[config.mk]
export PLATFORM = sky130hd
export DESIGN_NAME = shmcp_4_prog_loader
export DESIGN_NICKNAME = d
export VERILOG_FILES = /design/src/rtl/shmcp_4_prog_loader.sv
export SDC_FILE = /design/constraint.sdc
export NUM_CORES = 1
export LEC_CHECK = 0
export ABC_AREA = 1
export BUFFER_PORTS_ARGS = -buffer_cell sky130_fd_sc_hd__buf_2
export CORE_ASPECT_RATIO = 1.75
export CORE_MARGIN = 3
export CORE_UTILIZATION = 55
export CTS_CLUSTER_SIZE = 30
export DETAILED_ROUTE_END_ITERATION = 10
export PLACE_DENSITY = 0.83
export SYNTH_ARGS = -nofsm -noshare
export SYNTH_HDL_FRONTEND = slang
export SYNTH_SLANG_ARGS = --single-unit
[constraint.sdc]
create_clock -name i_clk -period 3.06 [get_ports i_clk]
set_input_delay 0.153 -clock i_clk [delete_from_list [all_inputs] [get_ports i_clk]]
set_output_delay 0.153 -clock i_clk [all_outputs]
set_load 0.05 [all_outputs]
[src/rtl/shmcp_4_prog_loader.sv]
// Program loader: takes a length-prefixed byte stream and replays it as load/instr writes, then holds run mode.
// Latency: a payload byte into an empty FIFO appears on o_load/o_instr two edges after acceptance; outputs are registered.
// Backpressure: o_in_ready drops when the FIFO is full or all N payload bytes are in; i_pause freezes issue only.
module shmcp_4_prog_loader #(
    parameter int FIFO_DEPTH = 4,
    parameter int MEM_DEPTH  = 16,
    parameter int GAP_CYCLES = 1
) (
    input  logic       i_clk,
    input  logic       i_rst,
    input  logic       i_in_valid,
    input  logic [7:0] i_in_data,
    output logic       o_in_ready,
    input  logic       i_pause,
    output logic       o_load,
    output logic [7:0] o_instr,
    output logic       o_state,
    output logic       o_busy,
    output logic       o_err
);

    localparam int AW = $clog2(FIFO_DEPTH);
    localparam int CW = $clog2(MEM_DEPTH) + 1;
    localparam int GW = $clog2(GAP_CYCLES + 1);
    localparam logic [8:0]    MEM_MAX = 9'(MEM_DEPTH);
    localparam logic [GW-1:0] GAP_END = GW'(GAP_CYCLES);

    typedef enum logic [1:0] {
        S_IDLE,
        S_LOAD,
        S_GAP,
        S_RUN
    } state_t;

    state_t        r_fsm;
    state_t        w_fsm_nxt;
    logic [7:0]    r_mem [FIFO_DEPTH];
    logic [AW:0]   r_wp;
    logic [AW:0]   r_rp;
    logic [CW-1:0] r_len;
    logic [CW-1:0] r_acc;
    logic [CW-1:0] r_iss;
    logic [GW-1:0] r_gap;

    logic w_full;
    logic w_empty;
    logic w_xfer;
    logic w_push;
    logic w_pop;
    logic w_hdr_ok;
    logic w_hdr_acc;
    logic w_hdr_bad;

    // Wrap bit distinguishes full from empty when the index bits match.
    assign w_empty   = (r_wp == r_rp);
    assign w_full    = (r_wp[AW] != r_rp[AW]) && (r_wp[AW-1:0] == r_rp[AW-1:0]);
    assign w_xfer    = i_in_valid && o_in_ready;
    assign w_hdr_ok  = (i_in_data != 8'h00) && ({1'b0, i_in_data} <= MEM_MAX);
    assign w_hdr_acc = w_xfer && (r_fsm == S_IDLE) && w_hdr_ok;
    assign w_hdr_bad = w_xfer && (r_fsm == S_IDLE) && !w_hdr_ok;
    assign w_push    = w_xfer && (r_fsm == S_LOAD);
    assign w_pop     = (r_fsm == S_LOAD) && !w_empty && !i_pause;

    // Host ready: only from FSM/FIFO state, never from i_in_valid.
    always_comb begin
        o_in_ready = 1'b0;
        case (r_fsm)
            S_IDLE:  o_in_ready = 1'b1;
            S_LOAD:  o_in_ready = !w_full && (r_acc < r_len);
            default: o_in_ready = 1'b0;
        endcase
    end

    // Next-state: header opens LOAD, last issue enters GAP, GAP counter releases RUN.
    always_comb begin
        w_fsm_nxt = r_fsm;
        case (r_fsm)
            S_IDLE:  if (w_hdr_acc) w_fsm_nxt = S_LOAD;
            S_LOAD:  if (w_pop && ((r_iss + CW'(1)) == r_len)) w_fsm_nxt = S_GAP;
            S_GAP:   if (r_gap == GAP_END) w_fsm_nxt = S_RUN;
            default: w_fsm_nxt = S_RUN;
        endcase
    end

    // Payload storage; contents are don't-care until written, so no reset.
    always_ff @(posedge i_clk) begin
        if (w_push) r_mem[r_wp[AW-1:0]] <= i_in_data;
    end

    // State, pointers, counters and registered processor-facing outputs.
    always_ff @(posedge i_clk) begin
        if (i_rst) begin
            r_fsm   <= S_IDLE;
            r_wp    <= '0;
            r_rp    <= '0;
            r_len   <= '0;
            r_acc   <= '0;
            r_iss   <= '0;
            r_gap   <= '0;
            o_load  <= 1'b0;
            o_instr <= 8'h00;
            o_state <= 1'b0;
            o_busy  <= 1'b0;
            o_err   <= 1'b0;
        end else begin
            r_fsm <= w_fsm_nxt;
            if (w_hdr_acc) begin
                r_len <= i_in_data[CW-1:0];
                r_acc <= '0;
                r_iss <= '0;
            end
            if (w_push) begin
                r_wp  <= r_wp + 1'b1;
                r_acc <= r_acc + 1'b1;
            end
            if (w_pop) begin
                r_rp    <= r_rp + 1'b1;
                r_iss   <= r_iss + 1'b1;
                o_instr <= r_mem[r_rp[AW-1:0]];
            end
            if (r_fsm != S_GAP)
                r_gap <= '0;
            else if (r_gap != GAP_END)
                r_gap <= r_gap + 1'b1;
            o_load  <= w_pop;
            o_state <= (w_fsm_nxt == S_RUN);
            o_busy  <= (w_fsm_nxt == S_LOAD) || (w_fsm_nxt == S_GAP);
            o_err   <= w_hdr_bad;
        end
    end

endmodule

# Yosys cells after proc, flatten, opt, wreduce, memory -nomap -nowiden
# Memory sizes are Yosys's and may differ from the RTL's. A register that Yosys moved wholly into a read port is not among the register bits.
# Index checks and enable logic that the tools add are counted.
dict set report op_classes {
  addsub 5
  magnitude_cmp 2
  eq_ne 10
  muxes 11
  n_reduce_logical 21
}
# op n
set ops {}
lappend ops {{$mux 5} 3}
lappend ops {{$logic_and 1x1->1} 11}
lappend ops {{$add 5x1->5 const B} 2}
lappend ops {{$le 8x5->1 const B} 1}
lappend ops {{$reduce_bool 8->1} 1}
lappend ops {{$add 3x1->3 const B} 2}
lappend ops {{$eq 2x2->1 const B} 3}
lappend ops {{$mux 2} 3}
lappend ops {{$pmux 2 s3} 1}
lappend ops {{$eq 5x5->1} 1}
lappend ops {{$lt 5x5->1} 1}
lappend ops {{$eq 2x1->1 const B} 2}
lappend ops {{$logic_not 1->1} 4}
lappend ops {{$reduce_bool 2->1} 2}
lappend ops {{$eq 3x3->1} 1}
lappend ops {{$mux 1} 3}
lappend ops {{$eq 2x2->1} 1}
lappend ops {{$logic_not 2->1} 1}
lappend ops {{$ne 2x2->1 const B} 1}
lappend ops {{$pmux 1 s2} 1}
lappend ops {{$reduce_or 2->1} 1}
lappend ops {{$add 1x1->1 const B} 1}
lappend ops {{$logic_or 1x1->1} 1}
lappend ops {{$ne 1x1->1} 1}
dict set report totals {
  regBits 28
  ram_bits 32
  mem_count 1
}
# memory depth word_bits rd rd_ports_with_merged_regs wr line_no
set memory_table {}
lappend memory_table {r_mem 4 8 1 1 1 37} ;# logic [7:0] r_mem [FIFO_DEPTH];

# Logic depth before layout (Yosys ltp)
# Gate-level depths: netlist of the first run.
dict set report depth {
  ltp_word 12
  ltp_mapped 14
}

# Least setup slack after synthesis of the first run
# No wires, ideal clock.
dict set report synth_path {
  path_type {flip-flop to flip-flop}
  from {register r_len[2]}
  to {memory r_mem[0][0] (enable)}
  arrival_ns 1.592
  setup_slack_ns 1.097
  path_stages_with_launch 9
  path_buffers 1
  path_cell_list {dfxtp_1 > inv_1 > ha_1 > a21oi_1 > nand2_1 > nand2_1 > nand4_4 > buf_6 > nor2_1}
}
dict set report synth_via {
  elab_chain_cells 7
}
# element line_no
set synth_lines {}
lappend synth_lines {{start: declaration} 40} ;# logic [CW-1:0] r_len;
lappend synth_lines {{start signal: assignment} 108} ;# r_len <= i_in_data[CW-1:0];
lappend synth_lines {{$lt 5x5->1} 69} ;# S_LOAD: o_in_ready = !w_full && (r_acc < r_len);
lappend synth_lines {{$logic_and 1x1->1} 69}
lappend synth_lines {{$pmux 1 s2} 67} ;# case (r_fsm)
lappend synth_lines {{$logic_and 1x1->1} 57} ;# assign w_xfer = i_in_valid && o_in_ready;
lappend synth_lines {{$logic_and 1x1->1} 61} ;# assign w_push = w_xfer && (r_fsm == S_LOAD);
lappend synth_lines {{$mux 1} 87} ;# if (w_push) r_mem[r_wp[AW-1:0]] <= i_in_data;
lappend synth_lines {{$mux 1 (not written as such)} 87}
lappend synth_lines {{end: declaration} 37}
# Every way passes these cells.

# Final worst setup path of the first run
dict set report layout_path {
  from {register r_len[2]}
  to {output o_in_ready}
}
dict set report layout_via {
  elab_chain_cells 3
}
# element line_no
set layout_lines {}
lappend layout_lines {{$lt 5x5->1} 69}
lappend layout_lines {{$logic_and 1x1->1} 69}
lappend layout_lines {{$pmux 1 s2} 67}
lappend layout_lines {{end: declaration} 13} ;# output logic o_in_ready,
# Every way passes these cells.

==> results.cfg, run 1 <==
[outcome]
outcome = finished, final reports clean

[global_route]
grt_pass1_vias = 2402
antenna_found_initial = 0
track_usage_pct = 22.9
grt_max_degree = 23
grt-ovfl-total = 0
grt_pass1_wl_um = 11300

[floorplan]
dieArea_um2 = 6740
fp.dieW_um = 63.4
initial_core_util_pct = 56.7
rows = 36
core_area_um2 = 5590
die_y_um = 106
boundaryPins = 25

[finish]
regArea_um2 = 1680
syn_to_final_growth_pct = 11.0
multi_input_area_um2 = 1230
n_fill_cell = 481
diodes = 0
layout_commonest_cell = nor2_1
final_cell_mix = nor2_1, nand2_1, dfxtp_1
drive_gt1_share_pct = 16.3
nets = 388
post-route-util_pct = 62.9

[yosys]
ys_types = 34
synthArstFlopShare_pct = 0
synthesis.nets = 363
post_synth.cell_area_avg_um2 = 9.34
synth_area_leaders = edfxtp_1, dfxtp_1, nor2_1
synthCells = 339
synth_edf_count = 32
ys_dominant_reg_cell = dfxtp_1
synth_top_area_share_pct = 30.4
synth-seq-area-share_pct = 53.1
ys_ff_latch = 68
yosysWarnings = 0
synth_top_area_cell = edfxtp_1
synth.cell_area_um2 = 3170

[routing]
vias_per_cell = 5.56
drt-initial-drc-count = 189
first_pass_iters = 4
dr_total_vias = 2472
drt-total-wl_um = 7140
drc_errors = 0
wire_per_inst_um = 16.1
antenna_left = 0

[cts]
insertion_delay_ps = 340
holdBufCountCts = 0
clockBufferDepth = 2
clock_sinks = 68
clkTransAtPathRegs_ps = 80
post_cts_resized = 0
cts_root_buf = clkbuf_8
tritoncts = done
h-tree-depth = 3
post_cts_buffers = 0
numCtsBuffers = 9

[timing]
rsz0062_at_grt = false
fin_hold_ws_ps = 94.2
slew-limit-headroom_pct = 57.1
layout_min_cycle_time_ps = 2270
drv_slew = 0
hold_viol = 0
tightestPinTransition_ps = 640
setup_tns_ps = 0
fmax_mhz = 440
setup_viol = 0
clock_skew_ps = 7.73
period_share_pct = 74.3

[placed_design]
port-buffer-count = 24
dp_hpwl_um = 5100
place.gp.congestion = 0.852

[min_path]
holdPathEnd = r_mem[2][7]$_DFFE_PP_
worst_hold_path_type = input port to flop
hold_depth = 1
min_from = i_in_data[7]

[worst_setup_path]
rr_endpoint = r_mem[0][1]$_DFFE_PP_
r2r_slack_ps = 880
cp_num_cells = 8
crit_path_start_kind = flop
path_class = flop to primary output
end_kind = primary output
rr_worst_depth = 7
required_ps = 2910
slowest_stage = a21oi_1
critical_path_buf_inv_count = 2
arrival_ps = 2120
critPathTopFamily = compound AO/OA/AOI/OAI gates
path_max_fanout = 6
crit_chain = inv_1, ha_1, a21oi_1, nand2_1, a21oi_1, nand2_1, o21ai_0, buf_2
timing.rr.start = r_len[2]$_SDFFE_PP0P_
cp_slowest_stage_delay_ps = 390

[flow_run]
drv_cap = 0

[power_and_ir_drop]
vdd_drop_max_mv = 0.281
power-per-cell-area_nw_per_um2 = 521
p_leak_nw = 1.41
[how the worst max path moves through the flow]
stage,from,to,slack [ps]
6_report,r_len[2]$_SDFFE_PP0P_,o_in_ready,790
5_1_grt,r_len[2]$_SDFFE_PP0P_,o_in_ready,570
4_1_cts,r_len[2]$_SDFFE_PP0P_,o_in_ready,780
3_5_place_dp,r_len[2]$_SDFFE_PP0P_,r_mem[3][4]$_DFFE_PP_,900
3_3_place_gp,r_len[2]$_SDFFE_PP0P_,r_mem[3][0]$_DFFE_PP_,940
2_1_floorplan,r_len[2]$_SDFFE_PP0P_,r_mem[0][0]$_DFFE_PP_,1100
[per-stage QoR]
stage	area [um^2]	worst slack, ps	cells	power (mW)
2_1_floorplan	3170	1100	339	1.01
3_3_place_gp	3300	942	429	1.04
3_5_place_dp	3300	895	429	1.04
4_1_cts	3510	783	445	1.84
5_1_grt	3510	568	445	1.89
6_report	3510	788	445	1.83
[cells in the mapped netlist (2+ instances only)]
cell,instances
nor2_1,49
nand2_1,44
dfxtp_1,36
inv_1,35
o21ai_0,35
edfxtp_1,32
a21oi_1,19
nand3_1,19
ha_1,12
nand4_1,10
o22ai_1,8
buf_6,4
a21oi_2,3
buf_2,3
nand2_2,3
xor2_1,3
clkbuf_1,2
inv_2,2
nand3_4,2
nor2_4,2
nor3_1,2
xnor2_1,2
[cell families after synthesis]
logic type | count (synthesis) | share of synthesized area (%)
XOR/XNOR | 6 | 2.25
adder cells (fa/ha/maj) | 12 | 4.74
flip-flops | 68 | 53.1
AND/OR/NAND/NOR | 135 | 20.4
buffers and inverters | 51 | 8.14
AO/OA/AOI/OAI | 67 | 11.3
[cell type report]
cell class,instances,share of cell area (%)
clock buffer,10,3.63
multi-input combinational,220,34.9
timing repair buffer,26,3.85
clock inverter,6,2.53
tap,76,2.71
inverter,39,4.52
sequential,68,47.9
[worst reg2reg max path: cells and delay by family (launching register included)]
kind                     cells  cell delay, ps
AND/OR/NAND/NOR              4             980
flip-flops                   1             330
adder cells (fa/ha/maj)      1             300
AO/OA/AOI/OAI                1             150
buffers and inverters        1              70
[sequential cells by signal (all words and copies together) (netlist names)]
| register | count |
|---|---|
| o_err | 1 |
| r_acc | 5 |
| o_load | 1 |
| r_gap | 1 |
| r_fsm | 2 |
| r_rp | 3 |
| r_wp | 3 |
| r_iss | 5 |
| o_state | 1 |
| o_instr | 8 |
| r_len | 5 |
| r_mem | 32 |
| o_busy | 1 |
[per-layer routing]
metal / GRT usage [%] / part of all wire (%) / vias up
li1: - / - / 1195
met1: 20.9 / 34 / 1129
met2: 42.6 / 54 / 116
met3: 4.55 / 5.4 / 32
met4: 17.6 / 6.5 / 0
met5: 0 / 0 / -
[power breakdown]
group          total, mW  internal, mW  leakage (nW)  switching, mW
Combinational     0.0637        0.0169         0.734         0.0467
Sequential         0.955         0.953         0.578        0.00195
Clock              0.812         0.459         0.102          0.353
(Power assumes the default switching activity.)
==> run 2: changes to the inputs <==
clock period = 2.2 ns   (was 3.06 ns; I/O delays follow)
==> results.cfg, run 2 (same netlist as run 1, synthesis figures left out) <==
[global_route]
grt_pass1_vias = 2507
track_usage_pct = 21.4
grt-ovfl-total = 0
antenna_found_initial = 0
grt_pass1_wl_um = 11100
grt_max_degree = 23

[timing]
fmax_mhz = 499
setup_tns_ps = 0
tightestPinTransition_ps = 617
slew-limit-headroom_pct = 58.8
setup_viol = 0
hold_viol = 0
clock_skew_ps = 6.28
rsz0062_at_grt = false
layout_min_cycle_time_ps = 2000
drv_slew = 0
period_share_pct = 91.0
fin_hold_ws_ps = 21.6

[cts]
clockBufferDepth = 2
post_cts_buffers = 0
cts_root_buf = clkbuf_8
tritoncts = done
h-tree-depth = 3
clock_sinks = 68
insertion_delay_ps = 340
clkTransAtPathRegs_ps = 80
numCtsBuffers = 9

[floorplan]
fp.dieW_um = 63.4
boundaryPins = 25
core_area_um2 = 5590
die_y_um = 106
rows = 36
dieArea_um2 = 6740
initial_core_util_pct = 56.7

[routing]
drc_errors = 0
vias_per_cell = 5.30
first_pass_iters = 4
antenna_left = 0
wire_per_inst_um = 14.1
drt-initial-drc-count = 143
drt-total-wl_um = 6390
dr_total_vias = 2400

[placed_design]
port-buffer-count = 24
dp_hpwl_um = 4730
post_dp_cell_area_um2 = 3340
place.gp.congestion = 0.836

[power_and_ir_drop]
p_leak_nw = 1.43
p_seq_share_pct = 56.3
power_mw = 2.36
combPwrFrac_pct = 3.8
power-per-cell-area_nw_per_um2 = 664
netSwitchingPower_mw = 0.559
p_clk_share_pct = 39.8
internal_power_mw = 1.80
power.switching_fraction_pct = 23.7
vdd_drop_max_mv = 0.497

[worst_setup_path]
arrival_ps = 1890
crit_path_start_kind = flop
path_max_fanout = 3
required_ps = 2090
path_class = flop to primary output
end_kind = primary output

[finish]
syn_to_final_growth_pct = 12.3
final_cell_mix = nor2_1, nand2_1, dfxtp_1
final_area_um2 = 3550
nets = 396
diodes = 0
layout_commonest_cell = nor2_1
drive_gt1_share_pct = 18.0
largest_reg_flops = 32
n_fill_cell = 478
multi_input_area_um2 = 1230
regArea_um2 = 1680

[min_path]
worst_hold_path_type = input port to flop

[outcome]
outcome = finished, final reports clean

[flow_run]
drv_cap = 0
## run 2: final cells by class
cell class	instances	area share [%]
Clock buffer	10	3.87
Clock inverter	6	1.34
Inverter	39	4.47
Multi-Input combinational cell	220	34.6
Sequential cell	68	47.3
Tap cell	76	2.68
Timing Repair Buffer	34	5.70
## run 2: metrics by stage
| step | std cells | setup WS [ps] | utilization [%] |
|---|---|---|---|
| after floorplan | 339 | 237 | - |
| after CTS | 453 | 91.4 | 63.5 |
| after detailed placement | 435 | 292 | 59.8 |
| after global placement | 435 | 365 | 59.8 |
| after global routing | 453 | 32.7 | 63.6 |
| final | 453 | 198 | 63.6 |
## run 2: worst max-delay path: stages (launching register included)
cell and delay, ps:
dfxtp_1 340, inv_1 80, ha_1 320, a21oi_1 160, nand2_1 110, a21oi_2 170
nand2_1 70, o21ai_0 80, buf_4 230
## run 2: metal layers
layer | vias to the layer above | GRT usage (%) | part of all wire (%)
li1 | 1209 | - | -
met1 | 1091 | 20.6 | 35
met2 | 79 | 40.3 | 56
met3 | 21 | 4.65 | 5.6
met4 | 0 | 12.5 | 3.4
met5 | - | 0 | 0
## run 2: repair_timing
item,in CTS,in global routing
hold buffers,2,0
resized for setup,0,3
hold endpoints to repair,8,0
setup endpoints to repair,0,1
## run 2: power by group through the flow
stage | Clock (mW) | Combinational, mW | Sequential [mW]
2_1_floorplan | 0 | 0.0439 | 1.36
3_3_place_gp | 0 | 0.0848 | 1.36
3_5_place_dp | 0 | 0.0864 | 1.36
4_1_cts | 0.961 | 0.0903 | 1.33
5_1_grt | 1.02 | 0.101 | 1.33
6_report | 0.939 | 0.0906 | 1.33
## run 2: worst paths after layout
path	from	endpoint	slack (ps)	cells after the start
max	r_len[2]$_SDFFE_PP0P_	o_in_ready	200	8
min	i_in_data[5]	r_mem[3][5]$_DFFE_PP_	20	1
max reg2reg	r_len[2]$_SDFFE_PP0P_	r_mem[3][7]$_DFFE_PP_	220	8
min reg2reg	o_instr[1]$_SDFFE_PP0P_	o_instr[1]$_SDFFE_PP0P_	480	2
==> run 3: changes to the inputs <==
--- a/config.mk
+++ b/config.mk
@@ -7,3 +7,2 @@
 export LEC_CHECK = 0
-export ABC_AREA = 1
 export BUFFER_PORTS_ARGS = -buffer_cell sky130_fd_sc_hd__buf_2
--- a/constraint.sdc
+++ b/constraint.sdc
@@ -3,2 +3,2 @@
 set_output_delay 0.11 -clock i_clk [all_outputs]
-set_load 0.05 [all_outputs]
+set_load 0.01 [all_outputs]
==> results.cfg, run 3 <==
[yosys]
synth_area_leaders = edfxtp_1, dfxtp_1, ha_1
synth_top_area_cell = edfxtp_1
synthCells = 239
synth-seq-area-share_pct = 55.9
synthMuxAreaShare_pct = 11.2
synthXorXnorAreaFrac_pct = 4.03
post_synth.cell_area_avg_um2 = 12.6
ys_dominant_reg_cell = dfxtp_1
ys_ff_latch = 68
synth_compound_gate_area_share_pct = 7.32
synthesis.nets = 263
synth.cell_area_um2 = 3010
synth_adder_area_share_pct = 4.99
synth.most_common_cell = dfxtp_1
ys_types = 43
synth_simple_gate_area_share_pct = 13.4
synth_top_family_by_area = simple AND/OR/NAND/NOR gates
yosysWarnings = 0
synth_commonest_cells = dfxtp_1, edfxtp_1, nor2_1
synth_top_area_share_pct = 31.9
synth_edf_count = 32
synthArstFlopShare_pct = 0

[finish]
diodes = 0
layout_commonest_cell = dfxtp_1
final_cells = 352
largest_reg_flops = 32
syn_to_final_growth_pct = 16.4
final_cell_mix = dfxtp_1, edfxtp_1, nor2_1
drive_gt1_share_pct = 24.1
nets = 297
post-route-util_pct = 66.1

[routing]
antenna_left = 0
drt-total-wl_um = 5700
first_pass_iters = 4
drc_errors = 0
vias_per_cell = 5.61
drt-initial-drc-count = 65
wire_per_inst_um = 16.2
dr_total_vias = 1975

[timing]
rsz0062_at_grt = false
slew-limit-headroom_pct = 55.0
layout_min_cycle_time_ps = 2100
hold_viol = 0
fmax_mhz = 475
drv_slew = 0
period_share_pct = 95.6
tightestPinTransition_ps = 674
clock_skew_ps = 12.1
setup_viol = 0

[worst_setup_path]
arrival_ps = 2150
path_max_fanout = 8
cp_slowest_stage_delay_ps = 370
required_ps = 2250
path_class = flop to flop
slowest_stage = a311oi_2
crit_chain = inv_1, ha_1, a211oi_2, o31ai_1, a311oi_2, buf_4, and2_4
crit_path_start_kind = flop
end_kind = flop

[outcome]
outcome = finished, final reports clean

[global_route]
grt_max_degree = 40
grt-ovfl-total = 0
antenna_found_initial = 0
track_usage_pct = 19.8
grt_pass1_vias = 1937
grt_pass1_wl_um = 9160

[cts]
numCtsBuffers = 9
h-tree-depth = 3
clockBufferDepth = 2
cts_root_buf = clkbuf_8
clock_sinks = 68
insertion_delay_ps = 340
clkTransAtPathRegs_ps = 70
tritoncts = done

[placed_design]
dp_hpwl_um = 3920
placedCellCount = 333
place.gp.congestion = 0.844
port-buffer-count = 24

[floorplan]
core_area_um2 = 5300
die_y_um = 104
dieArea_um2 = 6430
boundaryPins = 25
initial_core_util_pct = 56.8
fp.dieW_um = 61.9
rows = 35

[power_and_ir_drop]
vdd_drop_max_mv = 0.575
p_leak_nw = 1.31
power-per-cell-area_nw_per_um2 = 734

[min_path]
worst_hold_path_type = input port to flop

[flow_run]
drv_cap = 0
-- run 3: cell count changes in the layout (fill, tap and decap cells not counted), sizes merged, moves of 7 or more --
| cell | change |
|---|---|
| a21oi | -17 |
| inv | -32 |
| mux2i | +15 |
| mux4 | +8 |
| nand2 | -38 |
| nand2b | +7 |
| nand3 | -14 |
| nand3b | +9 |
| nand4 | -11 |
| nor2 | -26 |
| nor2b | +7 |
| o21ai | -31 |
| o22ai | -7 |
-- run 3: critical path: cells and delay by family (launching register included) --
| kind | cells | cell delay (ps) |
|---|---|---|
| AO/OA/AOI/OAI | 3 | 680 |
| AND/OR/NAND/NOR | 1 | 210 |
| buffers and inverters | 2 | 240 |
| adder cells (fa/ha/maj) | 1 | 330 |
| flip-flops | 1 | 350 |
-- run 3: timing repair --
| item | in CTS | in global routing |
|---|---|---|
| setup endpoints to repair | 24 | 38 |
| gates resized for setup | 3 | 7 |
| hold buffers | 1 | 1 |
| hold endpoints to repair | 4 | 1 |
| pin swaps | 0 | 1 |
| buffers inserted | 0 | 1 |
-- run 3: path summary, 6_finish.rpt --
kind | startpoint | end | slack [ps] | cells past startpoint
max | r_len[4]$_SDFFE_PP0P_ | r_mem[0][4]$_DFFE_PP_ | 100 | 7
min | i_in_data[6] | r_mem[2][6]$_DFFE_PP_ | 20 | 1
max reg2reg | r_len[4]$_SDFFE_PP0P_ | r_mem[0][4]$_DFFE_PP_ | 100 | 7
min reg2reg | o_instr[0]$_SDFFE_PP0P_ | o_instr[0]$_SDFFE_PP0P_ | 490 | 2
-- run 3: logic make-up after synthesis --
family | after synthesis
and+or+nand+nor | 77
DFF | 68
AOI/OAI and AO/OA | 28
muxes | 23
buffers and inverters | 18
xor gates and xnor gates | 13
adders and majority gates | 12
-- run 3: through the flow --
stage / setup slack, ps / total power, mW / TNS [ps] / hold slack (ps) / instance area (um^2)
3_3_place_gp: 72.9 / 1.41 / 0 / 355 / 3220
4_1_cts: 47.4 / 2.58 / 0 / 0.359 / 3470
5_1_grt: 41.1 / 2.64 / 0 / 3.95 / 3500
2_1_floorplan: 140 / 1.38 / 0 / 209 / 3010
6_report: 96.2 / 2.57 / 0 / 16.5 / 3500
3_5_place_dp: -25.9 / 1.41 / -205 / 352 / 3220
-- run 3: report_power, final --
part / leakage, nW / switching (mW) / internal [mW]
Clock: 0.117 / 0.501 / 0.681
Sequential: 0.578 / 0.00251 / 1.32
Combinational: 0.617 / 0.0393 / 0.0224
-- run 3: layer usage --
metal | up-vias | part of all wire, % | global-route usage [%]
li1 | 939 | - | -
met1 | 969 | 40 | 22.6
met2 | 50 | 53 | 32.6
met3 | 17 | 3.7 | 5.22
met4 | 0 | 3.5 | 9.56
met5 | - | 0 | 0
-- run 3: final cells by class --
| cell class | count | area [um^2] |
|---|---|---|
| fillers | 383 | 1800 |
| clock inverters | 6 | 95.1 |
| multi-input cells | 153 | 1250 |
| clock buffers | 10 | 138 |
| repair buffers | 35 | 224 |
| flip-flops and latches | 68 | 1680 |
| well taps | 74 | 92.6 |
| inverters | 6 | 22.5 |
